<file path="src/rtl/rom_bus_pkg.sv">
// Shared definitions for the rom backdoor wishbone fabric.
// Holds the bus widths, the arbiter state encoding and the rom window size
// used both by the arbiter decode and by the loader address map.
package rom_bus_pkg;

  localparam int WB_DATA_W            = 32;
  localparam int WB_ADDR_W            = 32;
  localparam int ROM_CAPACITY_DEFAULT = 256;
  // One byte per 32-bit word, so each rom spans four bytes of address per entry.
  localparam int ROM_WINDOW_BYTES     = 4 * ROM_CAPACITY_DEFAULT;

  typedef enum logic [1:0] {
    ST_IDLE = 2'd0,
    ST_BUSY = 2'd1,
    ST_RESP = 2'd2,
    ST_ERR  = 2'd3
  } arb_state_t;

  function automatic int rom_window_bytes(input int capacity);
    return 4 * capacity;
  endfunction

endpackage

</file>
<file path="src/rtl/rr_arbiter2.sv">
// Two-way round-robin grant.
// Ports:
//   clock, reset  - system clock, synchronous active-high reset
//   req[1:0]      - live requests from master 0 / master 1
//   update        - a transaction owned by done_idx has finished
//   done_idx      - master that just finished (becomes last_grant)
//   grant_valid   - at least one request is present
//   grant_idx     - master to serve this cycle
module rr_arbiter2 (
  input  logic       clock,
  input  logic       reset,
  input  logic [1:0] req,
  input  logic       update,
  input  logic       done_idx,
  output logic       grant_valid,
  output logic       grant_idx
);

  // Resets to master 1 so that master 0 wins the very first tie.
  logic last_grant_reg;

  always_ff @(posedge clock) begin
    if (reset) begin
      last_grant_reg <= 1'b1;
    end else if (update) begin
      last_grant_reg <= done_idx;
    end
  end

  always_comb begin
    grant_valid = |req;
    grant_idx   = 1'b0;
    unique case (req)
      2'b01:   grant_idx = 1'b0;
      2'b10:   grant_idx = 1'b1;
      2'b11:   grant_idx = ~last_grant_reg;
      default: grant_idx = 1'b0;
    endcase
  end

endmodule

</file>
<file path="src/rtl/rom_wb_arbiter.sv">
// Shares the wishbone backdoor ports of NUM_ROMS rom chips between two
// masters (m0 loader, m1 debug monitor).
// Ports:
//   clock, reset            - system clock, synchronous active-high reset
//   mN_cyc/stb/we/addr/data_i - master N wishbone request
//   mN_data_o, mN_ack_o, mN_err_o - master N response (one-cycle pulses)
//   s_cyc_o, s_stb_o        - per-rom cycle / strobe, one-hot while busy
//   s_we_o, s_addr_o, s_data_o - shared request, address relative to window
//   s_data_i, s_ack_i       - per-rom read data (rom k at [32k+31:32k]) / acks
// Rom acks arrive once per 8-cycle bus frame, so the slave request is held
// until the selected rom acks, the granted master aborts, or the timeout hits.
module rom_wb_arbiter
  import rom_bus_pkg::*;
#(
  parameter int NUM_ROMS       = 4,
  parameter int ROM_CAPACITY   = 256,
  parameter int TIMEOUT_CYCLES = 16
) (
  input  logic                      clock,
  input  logic                      reset,
  input  logic                      m0_cyc_i,
  input  logic                      m0_stb_i,
  input  logic                      m0_we_i,
  input  logic [WB_ADDR_W-1:0]      m0_addr_i,
  input  logic [WB_DATA_W-1:0]      m0_data_i,
  output logic [WB_DATA_W-1:0]      m0_data_o,
  output logic                      m0_ack_o,
  output logic                      m0_err_o,
  input  logic                      m1_cyc_i,
  input  logic                      m1_stb_i,
  input  logic                      m1_we_i,
  input  logic [WB_ADDR_W-1:0]      m1_addr_i,
  input  logic [WB_DATA_W-1:0]      m1_data_i,
  output logic [WB_DATA_W-1:0]      m1_data_o,
  output logic                      m1_ack_o,
  output logic                      m1_err_o,
  output logic [NUM_ROMS-1:0]       s_cyc_o,
  output logic [NUM_ROMS-1:0]       s_stb_o,
  output logic                      s_we_o,
  output logic [WB_ADDR_W-1:0]      s_addr_o,
  output logic [WB_DATA_W-1:0]      s_data_o,
  input  logic [WB_DATA_W*NUM_ROMS-1:0] s_data_i,
  input  logic [NUM_ROMS-1:0]       s_ack_i
);

  localparam int WIN_BITS = $clog2(ROM_CAPACITY) + 2;
  localparam int SEL_BITS = (NUM_ROMS > 1) ? $clog2(NUM_ROMS) : 1;
  localparam int CNT_BITS = $clog2(TIMEOUT_CYCLES);
  // One bit wider than the address so the limit itself cannot wrap.
  localparam logic [WB_ADDR_W:0]   ADDR_LIMIT  = (WB_ADDR_W+1)'(NUM_ROMS * rom_window_bytes(ROM_CAPACITY));
  localparam logic [WB_ADDR_W-1:0] OFFSET_MASK = (WB_ADDR_W'(1) << WIN_BITS) - WB_ADDR_W'(1);
  localparam logic [CNT_BITS-1:0]  CNT_LAST    = CNT_BITS'(TIMEOUT_CYCLES - 1);

  arb_state_t state_reg, state_next;
  logic                 grant_reg, grant_next;
  logic                 we_reg, we_next;
  logic [WB_ADDR_W-1:0] addr_reg, addr_next;
  logic [WB_DATA_W-1:0] wdata_reg, wdata_next;
  logic [WB_DATA_W-1:0] rdata_reg, rdata_next;
  logic [SEL_BITS-1:0]  sel_reg, sel_next;
  logic [CNT_BITS-1:0]  cnt_reg, cnt_next;

  logic                 arb_valid, arb_idx, arb_update;
  logic [1:0]           req;
  logic                 m_we    [2];
  logic [WB_ADDR_W-1:0] m_addr  [2];
  logic [WB_DATA_W-1:0] m_wdata [2];
  logic [WB_DATA_W-1:0] rom_rdata [NUM_ROMS];
  logic                 granted_cyc;
  logic                 busy;

  assign req        = {m1_cyc_i & m1_stb_i, m0_cyc_i & m0_stb_i};
  assign m_we[0]    = m0_we_i;
  assign m_we[1]    = m1_we_i;
  assign m_addr[0]  = m0_addr_i;
  assign m_addr[1]  = m1_addr_i;
  assign m_wdata[0] = m0_data_i;
  assign m_wdata[1] = m1_data_i;
  assign granted_cyc = grant_reg ? m1_cyc_i : m0_cyc_i;
  assign busy        = (state_reg == ST_BUSY);

  rr_arbiter2 u_rr (
    .clock       (clock),
    .reset       (reset),
    .req         (req),
    .update      (arb_update),
    .done_idx    (grant_reg),
    .grant_valid (arb_valid),
    .grant_idx   (arb_idx)
  );

  // Per-rom fan-out of the decoded select and fan-in of read data.
  generate
    for (genvar gi = 0; gi < NUM_ROMS; gi++) begin : g_rom
      assign rom_rdata[gi] = s_data_i[WB_DATA_W*gi +: WB_DATA_W];
      assign s_cyc_o[gi]   = busy && (sel_reg == SEL_BITS'(gi));
      assign s_stb_o[gi]   = busy && (sel_reg == SEL_BITS'(gi));
    end
  endgenerate

  always_ff @(posedge clock) begin
    if (reset) begin
      state_reg <= ST_IDLE;
      grant_reg <= 1'b0;
      we_reg    <= 1'b0;
      addr_reg  <= '0;
      wdata_reg <= '0;
      rdata_reg <= '0;
      sel_reg   <= '0;
      cnt_reg   <= '0;
    end else begin
      state_reg <= state_next;
      grant_reg <= grant_next;
      we_reg    <= we_next;
      addr_reg  <= addr_next;
      wdata_reg <= wdata_next;
      rdata_reg <= rdata_next;
      sel_reg   <= sel_next;
      cnt_reg   <= cnt_next;
    end
  end

  always_comb begin
    state_next = state_reg;
    grant_next = grant_reg;
    we_next    = we_reg;
    addr_next  = addr_reg;
    wdata_next = wdata_reg;
    rdata_next = rdata_reg;
    sel_next   = sel_reg;
    cnt_next   = cnt_reg;
    arb_update = 1'b0;

    unique case (state_reg)
      ST_IDLE: begin
        if (arb_valid) begin
          grant_next = arb_idx;
          we_next    = m_we[arb_idx];
          addr_next  = m_addr[arb_idx] & OFFSET_MASK;
          wdata_next = m_wdata[arb_idx];
          sel_next   = m_addr[arb_idx][WIN_BITS +: SEL_BITS];
          cnt_next   = '0;
          // Out-of-window requests never touch a rom.
          state_next = ({1'b0, m_addr[arb_idx]} >= ADDR_LIMIT) ? ST_ERR : ST_BUSY;
        end
      end
      ST_BUSY: begin
        if (!granted_cyc) begin
          // Master gave up: release the bus silently but still rotate priority.
          arb_update = 1'b1;
          state_next = ST_IDLE;
        end else if (s_ack_i[sel_reg]) begin
          rdata_next = rom_rdata[sel_reg];
          state_next = ST_RESP;
        end else if (cnt_reg == CNT_LAST) begin
          state_next = ST_ERR;
        end else begin
          cnt_next = cnt_reg + CNT_BITS'(1);
        end
      end
      // Strobes are low here, so the rom sees the request drop before its
      // next frame and cannot repeat a write.
      ST_RESP: begin
        arb_update = 1'b1;
        state_next = ST_IDLE;
      end
      ST_ERR: begin
        arb_update = 1'b1;
        state_next = ST_IDLE;
      end
      default: state_next = ST_IDLE;
    endcase
  end

  assign s_we_o    = busy & we_reg;
  assign s_addr_o  = busy ? addr_reg  : '0;
  assign s_data_o  = busy ? wdata_reg : '0;
  assign m0_data_o = rdata_reg;
  assign m1_data_o = rdata_reg;
  assign m0_ack_o  = (state_reg == ST_RESP) && !grant_reg;
  assign m1_ack_o  = (state_reg == ST_RESP) &&  grant_reg;
  assign m0_err_o  = (state_reg == ST_ERR)  && !grant_reg;
  assign m1_err_o  = (state_reg == ST_ERR)  &&  grant_reg;

endmodule

</file>
<file path="config.mk">
export PLATFORM = sky130hd
export DESIGN_NAME = rom_wb_arbiter
export DESIGN_NICKNAME = d
export VERILOG_FILES = /design/src/rtl/rom_bus_pkg.sv /design/src/rtl/rr_arbiter2.sv /design/src/rtl/rom_wb_arbiter.sv
export SDC_FILE = /design/constraint.sdc
export NUM_CORES = 1
export LEC_CHECK = 0
export ABC_AREA = 0
export CORE_AREA = 5 5 155 157
export CTS_BUF_LIST = sky130_fd_sc_hd__clkbuf_8
export CTS_CLUSTER_DIAMETER = 80
export DETAILED_ROUTE_END_ITERATION = 8
export DIE_AREA = 0 0 160 162
export PLACE_DENSITY = 0.66
export SLEW_MARGIN = 10
export SYNTH_ARGS = -nofsm -noshare
export SYNTH_HDL_FRONTEND = slang
export SYNTH_SLANG_ARGS = --single-unit
</file>
<file path="constraint.sdc">
create_clock -name clock -period 4.7 [get_ports clock]
set_clock_uncertainty 0.2 [all_clocks]
set_input_delay 0.705 -clock clock [delete_from_list [all_inputs] [get_ports clock]]
set_output_delay 0.705 -clock clock [all_outputs]
set_load 0.02 [all_outputs]
</file>
* After elaboration in Yosys (flattened, before gate mapping)
Index checks and enable logic that the tools add are counted.
Word-level totals: input port bits 268, flip-flop bits (word level) 85, logic and storage cells 83, output and inout bits 141
Operators by class: reductions and logical operators 18, $lt $le $gt $ge 4, bitwise operators 6, add/subtract/negate cells 1, equal/unequal tests 14, muxes and demuxes 31
Operators with widths (count):
- 32-bit 2-to-1 mux | 9
- 32-bit binary-select mux with 2-bit select | 1
- 32-bit by 13-bit >= comparator with 1-bit output, second input constant | 1
- 4-bit 2-to-1 mux | 4
- 2-bit == test, second input constant | 6
- 10-bit 2-to-1 mux | 1
- 2-bit 2-to-1 mux | 5
- 1-bit logical AND | 8
- 2-bit != test, second input constant | 4
- 4-bit one-hot mux with 2 select lines | 1
- 1-bit 2-to-1 mux | 6
- 2-bit one-hot mux with 3 select lines | 1
- 5-bit AND reduction | 1
- 4-bit by 1-bit adder with 4-bit output, second input constant | 1
- 2-bit by 1-bit == test with 1-bit output, second input constant | 2
- 4-bit == test, second input constant | 1
- 2-bit logical NOT | 2
- 4-bit by 2-bit != test with 1-bit output, second input constant | 1
- 1-bit one-hot mux with 2 select lines | 2
- 2-bit AND reduction | 2
- 2-bit OR reduction | 2
- 1-bit AND | 3
- 3-bit >= comparator, second input constant | 1
- 2-bit by 3-bit less-than comparator with 1-bit output, second input constant | 1
- other kinds (8) | 8

* Longest topological paths before layout
word-level depth 11, mapped depth 8, mapped depth without buffers 6

* Cells and area by module
Synthesis repeated with hierarchy kept, for this count alone.
Unflattened totals: cell total of the unflattened synthesis 562, area, all modules 5173.7 um^2
Modules (own cells, without submodules):
- rom_wb_arbiter | area each 5124.9 um^2, instances 1, cells an instance 557
- rr_arbiter2 | area each 48.8 um^2, instances 1, cells an instance 5

* Worst setup path before layout
OpenSTA, ideal clock, no wires.
kind register to output, start point register sel_reg[1], end point output port s_stb_o[2], path slack 1973 ps, stages on the path, launching flop included 5, arrival 1822 ps, path through dfxtp_1 -> clkbuf_1 -> clkbuf_1 -> nor3b_1 -> buf_4
Between the ends: longest elaborated chain between the ends 2
RTL lines:
- from (decl) | line rom_wb_arbiter.sv:60 | logic [SEL_BITS-1:0] sel_reg, sel_next;
- from (signal assigned) | line rom_wb_arbiter.sv:118 | sel_reg <= sel_next;
- 2-bit == test
- 1-bit logical AND
- to (decl) | line rom_wb_arbiter.sv:38 | output logic [NUM_ROMS-1:0] s_stb_o,
Every way passes these cells.

* Worst setup path after layout
start point register state_reg[0], end point output port s_cyc_o[1]
Between the ends: longest elaborated chain between the ends 2
RTL lines:
- from (decl) | line rom_wb_arbiter.sv:54 | arb_state_t state_reg, state_next;
- from (signal assigned) | line rom_wb_arbiter.sv:112 | state_reg <= state_next;
- 2-bit by 1-bit == test with 1-bit output | line rom_wb_arbiter.sv:80 | assign busy = (state_reg == ST_BUSY);
- 1-bit logical AND | line rom_wb_arbiter.sv:96 | assign s_cyc_o[gi] = busy && (sel_reg == SEL_BITS'(gi));
- to (decl) | line rom_wb_arbiter.sv:37 | output logic [NUM_ROMS-1:0] s_cyc_o,
Every way passes these cells.

==> results.md <==
* Worst min-delay path class: register to register
* CP cell instances: nor2b_2 > buf_4 > nand2_1 > nor2_1 > clkdlybuf4s50_1
* DR iter-0 viols at 191
* Clock sink total at 85
* CP top delay family: buffers and inverters
* M1 GR Usage at 16.9%
* Post-CTS Setup Repair Bufs at 0
* Synth unique cells at 36
* Synth Register Bits at 85
* Post-CTS Hold Buffers at 0
* Number of global-route vias before repair at 5274
* RD Place Congestion at 0.835
* Final setup viols at 0
* DR pass1 iterations at 4
* Syn Inst Count at 567
* VDD IR max at 0.146 mV
* Grt met3 use at 5.05%
* MaxCap Viol Count at 0
* First-pass GRT wire length at 30300 um
* Power per cell area at 230 mW/mm2
* Synth area leader: dfxtp_1
* Crit path max-delay cell type: clkdlybuf4s50_1
* Final hold viol count at 0
* Crit path depth at 5
* Initial antenna violation count at 2
* CTS tree: yes
* Standard-cell rows at 55
* H-tree depth at 3
* Placed inst area at 0.00886 mm2
* Layer with the highest usage: met2
* Grt ovf at 0
* Leak pwr at 3.39 nW
* Top post-synthesis cells by area: dfxtp_1, mux4_2, mux2i_1
* Die X at 160 um
* CP peak stage delay at 690 ps
* ANT nets after route at 0
* Number of cells on the worst hold path at 2
* CTS resizes at 0
* Max Slew Vio Count at 0
* Via count at 5217
* Switching share of power at 28.8%
* I/O Pins at 409
* Mapped Area at 0.00511 mm2
* Outcome: finished clean
* WP data arrival at 2410 ps
* CTS buffer count at 9
* Crit path max fanout at 46
* Worst setup margin at 1390 ps
* Unrepaired setup endpoints after global routing: no
* Final Cycle Share at 70.4%
* Sequential Power Share at 39.1%
* Crit end category: primary output
* Ys Warns at 0
* Die area at 0.0259 mm2
* Critical path origin: state_reg[0]
* Clock Power Share at 29.0%
* Sequential-to-total area share from yosys stat at 33.3%
* Pin count of the biggest net entering global routing at 97
* Clock Pin Slew Worst Setup and Hold Paths at 100 ps
* Nets at 1154
* Endpoint required time on the critical path at 3800 ps
* Filler cells at 2246
* Root buf cell: clkbuf_8
* P_sw at 0.000601 W
* Finished Cell Area at 0.00909 mm2
* Logic pwr share at 31.8%
* Drt total wl at 20600 um
* Least-Margin Pin Slew at 1100 ps
* Avg Vias per Cell at 4.43
* Setup tns final at 0 ps
* Pre-CTS setup slack at 1570 ps
* Post-layout minimum cycle time at 3310 ps
* Core area at 0.0224 mm2
* Pint at 0.00148 W
* Initial Util at 22.9%
* Syn avg cell area at 9.02 um2
* Detailed Place HPWL at 16400 um
* WP buf/inv at 2
* Type of the worst setup path: register to primary output
* Drc violations at 0
* Hold_sp: m0_data_o[3]
* Clk_lat worst skew at 360 ps
* GRT Total Usage at 14.9%
* Clk buf depth at 2
* Met2 usage at 26.5%
* Startpoint types: register
* R2r worst-path depth at 4
* Worst flop-to-flop path startpoint: sel_reg[0]
* Layout cells sized above 1 at 6.97%
* Top-area cell type share of the netlist area at 33.3%
* F_max at 0.302 GHz
* Layout area overhead at 77.7%
* Buffers on Ports at 386
* Die Ht at 162 um
* Relative max-transition margin at 26.7%
* WL/cell at 17.5 um
==> power groups by stage <==
stage / Clock [W] / Combinational [W] / Sequential, W
after global routing: 0.000661 / 0.000719 / 0.000826
after global placement: 0 / 0.000667 / 0.000832
after CTS: 0.000635 / 0.000674 / 0.000818
after floorplan: 0 / 0.000355 / 0.000822
after detailed placement: 0 / 0.000671 / 0.000834
final: 0.000606 / 0.000664 / 0.000816
==> cells in the mapped netlist <==
master	n
nor3b_1	2
nand3_1	4
a21oi_1	36
a211oi_1	46
and3b_1	1
a22oi_1	1
a32o_1	1
nor3_1	5
o21ai_0	4
conb_1	1
ha_1	1
mux4_2	33
inv_1	2
nor2_2	1
nor2b_1	2
nand2b_1	1
nor2_1	51
o21ai_1	1
buf_4	58
a2111oi_0	1
dfxtp_1	85
and2_0	1
buf_1	6
or3_1	3
o211ai_1	2
mux2i_1	46
xor2_1	1
buf_2	13
nand4_1	1
nor4_1	10
nand2_1	68
and2_1	43
o21ai_2	1
clkbuf_1	29
and3_1	5
nand3b_1	1
==> kinds of logic (layout without fill, tap and decap cells) <==
kind of cell	Yosys count	after routing	synth area share [%]
fa+ha+maj	1	1	0.245
xor+xnor	1	1	0.171
mux	79	79	23.5
other cells	1	24	0.0734
simple gates	199	199	18.4
flops	85	85	33.3
compound gates	93	93	11.7
buf+inv	108	410	12.5
==> per-layer routing <==
layer / vias to the layer above / share of wire [%]
li1: 2564 / -
met1: 2403 / 39
met2: 231 / 50
met3: 19 / 8.8
met4: 0 / 1.6
met5: - / 0
==> cell type report <==
type                       count  area (um2)  share of cell area (%)
inverter                       2        7.51                  0.0826
tap                          285         357                    3.92
sequential                    85        1700                    18.8
clock buffer                  10         138                    1.51
multi-input combinational    395        2870                    31.6
clock inverter                 6        86.3                   0.950
timing repair buffer         392        3920                    43.1
antenna                        2        5.00                  0.0551
==> stage by stage <==
stage / hold WS [ps] / util [%] / total power, W / std cells
floorplan: 254 / - / 0.00118 / 588
global placement: 260 / 39.6 / 0.00150 / 1159
detailed placement: 266 / 39.6 / 0.00151 / 1159
CTS: 280 / 40.6 / 0.00213 / 1175
global route: 293 / 40.6 / 0.00221 / 1177
finish: 275 / 40.6 / 0.00209 / 1177
==> worst reg2reg max path, stage by stage, from the launching register on <==
cell and delay, ps:
dfxtp_2 680, mux4_2 670, nand2_1 830, nand2_1 150, a21oi_1 180
==> final timing paths <==
kind                        end  slack (ps)
setup / recovery     s_cyc_o[1]        1390
hold / removal     m0_data_o[3]         280
setup reg to reg  m0_data_o[25]        1920
hold reg to reg    m0_data_o[3]         280
==> placed cells by master (no fill, tap or decap), types with 2 or more instances in the layout <==
cell type        instances
clkdlybuf4s50_1        385
dfxtp_1                 83
nand2_1                 68
nor2_1                  51
mux2i_1                 46
a211oi_1                46
and2_1                  44
a21oi_1                 36
mux4_2                  33
conb_1                  22
nor4_1                  10
clkbuf_8                10
buf_4                    6
and3_1                   5
nor3_1                   4
o21ai_0                  4
or3_1                    3
nand3_1                  3
inv_1                    3
diode_2                  2
nor3b_1                  2
o211ai_1                 2
bufinv_16                2
dfxtp_2                  2
Power figures use the tool's default switching activity.
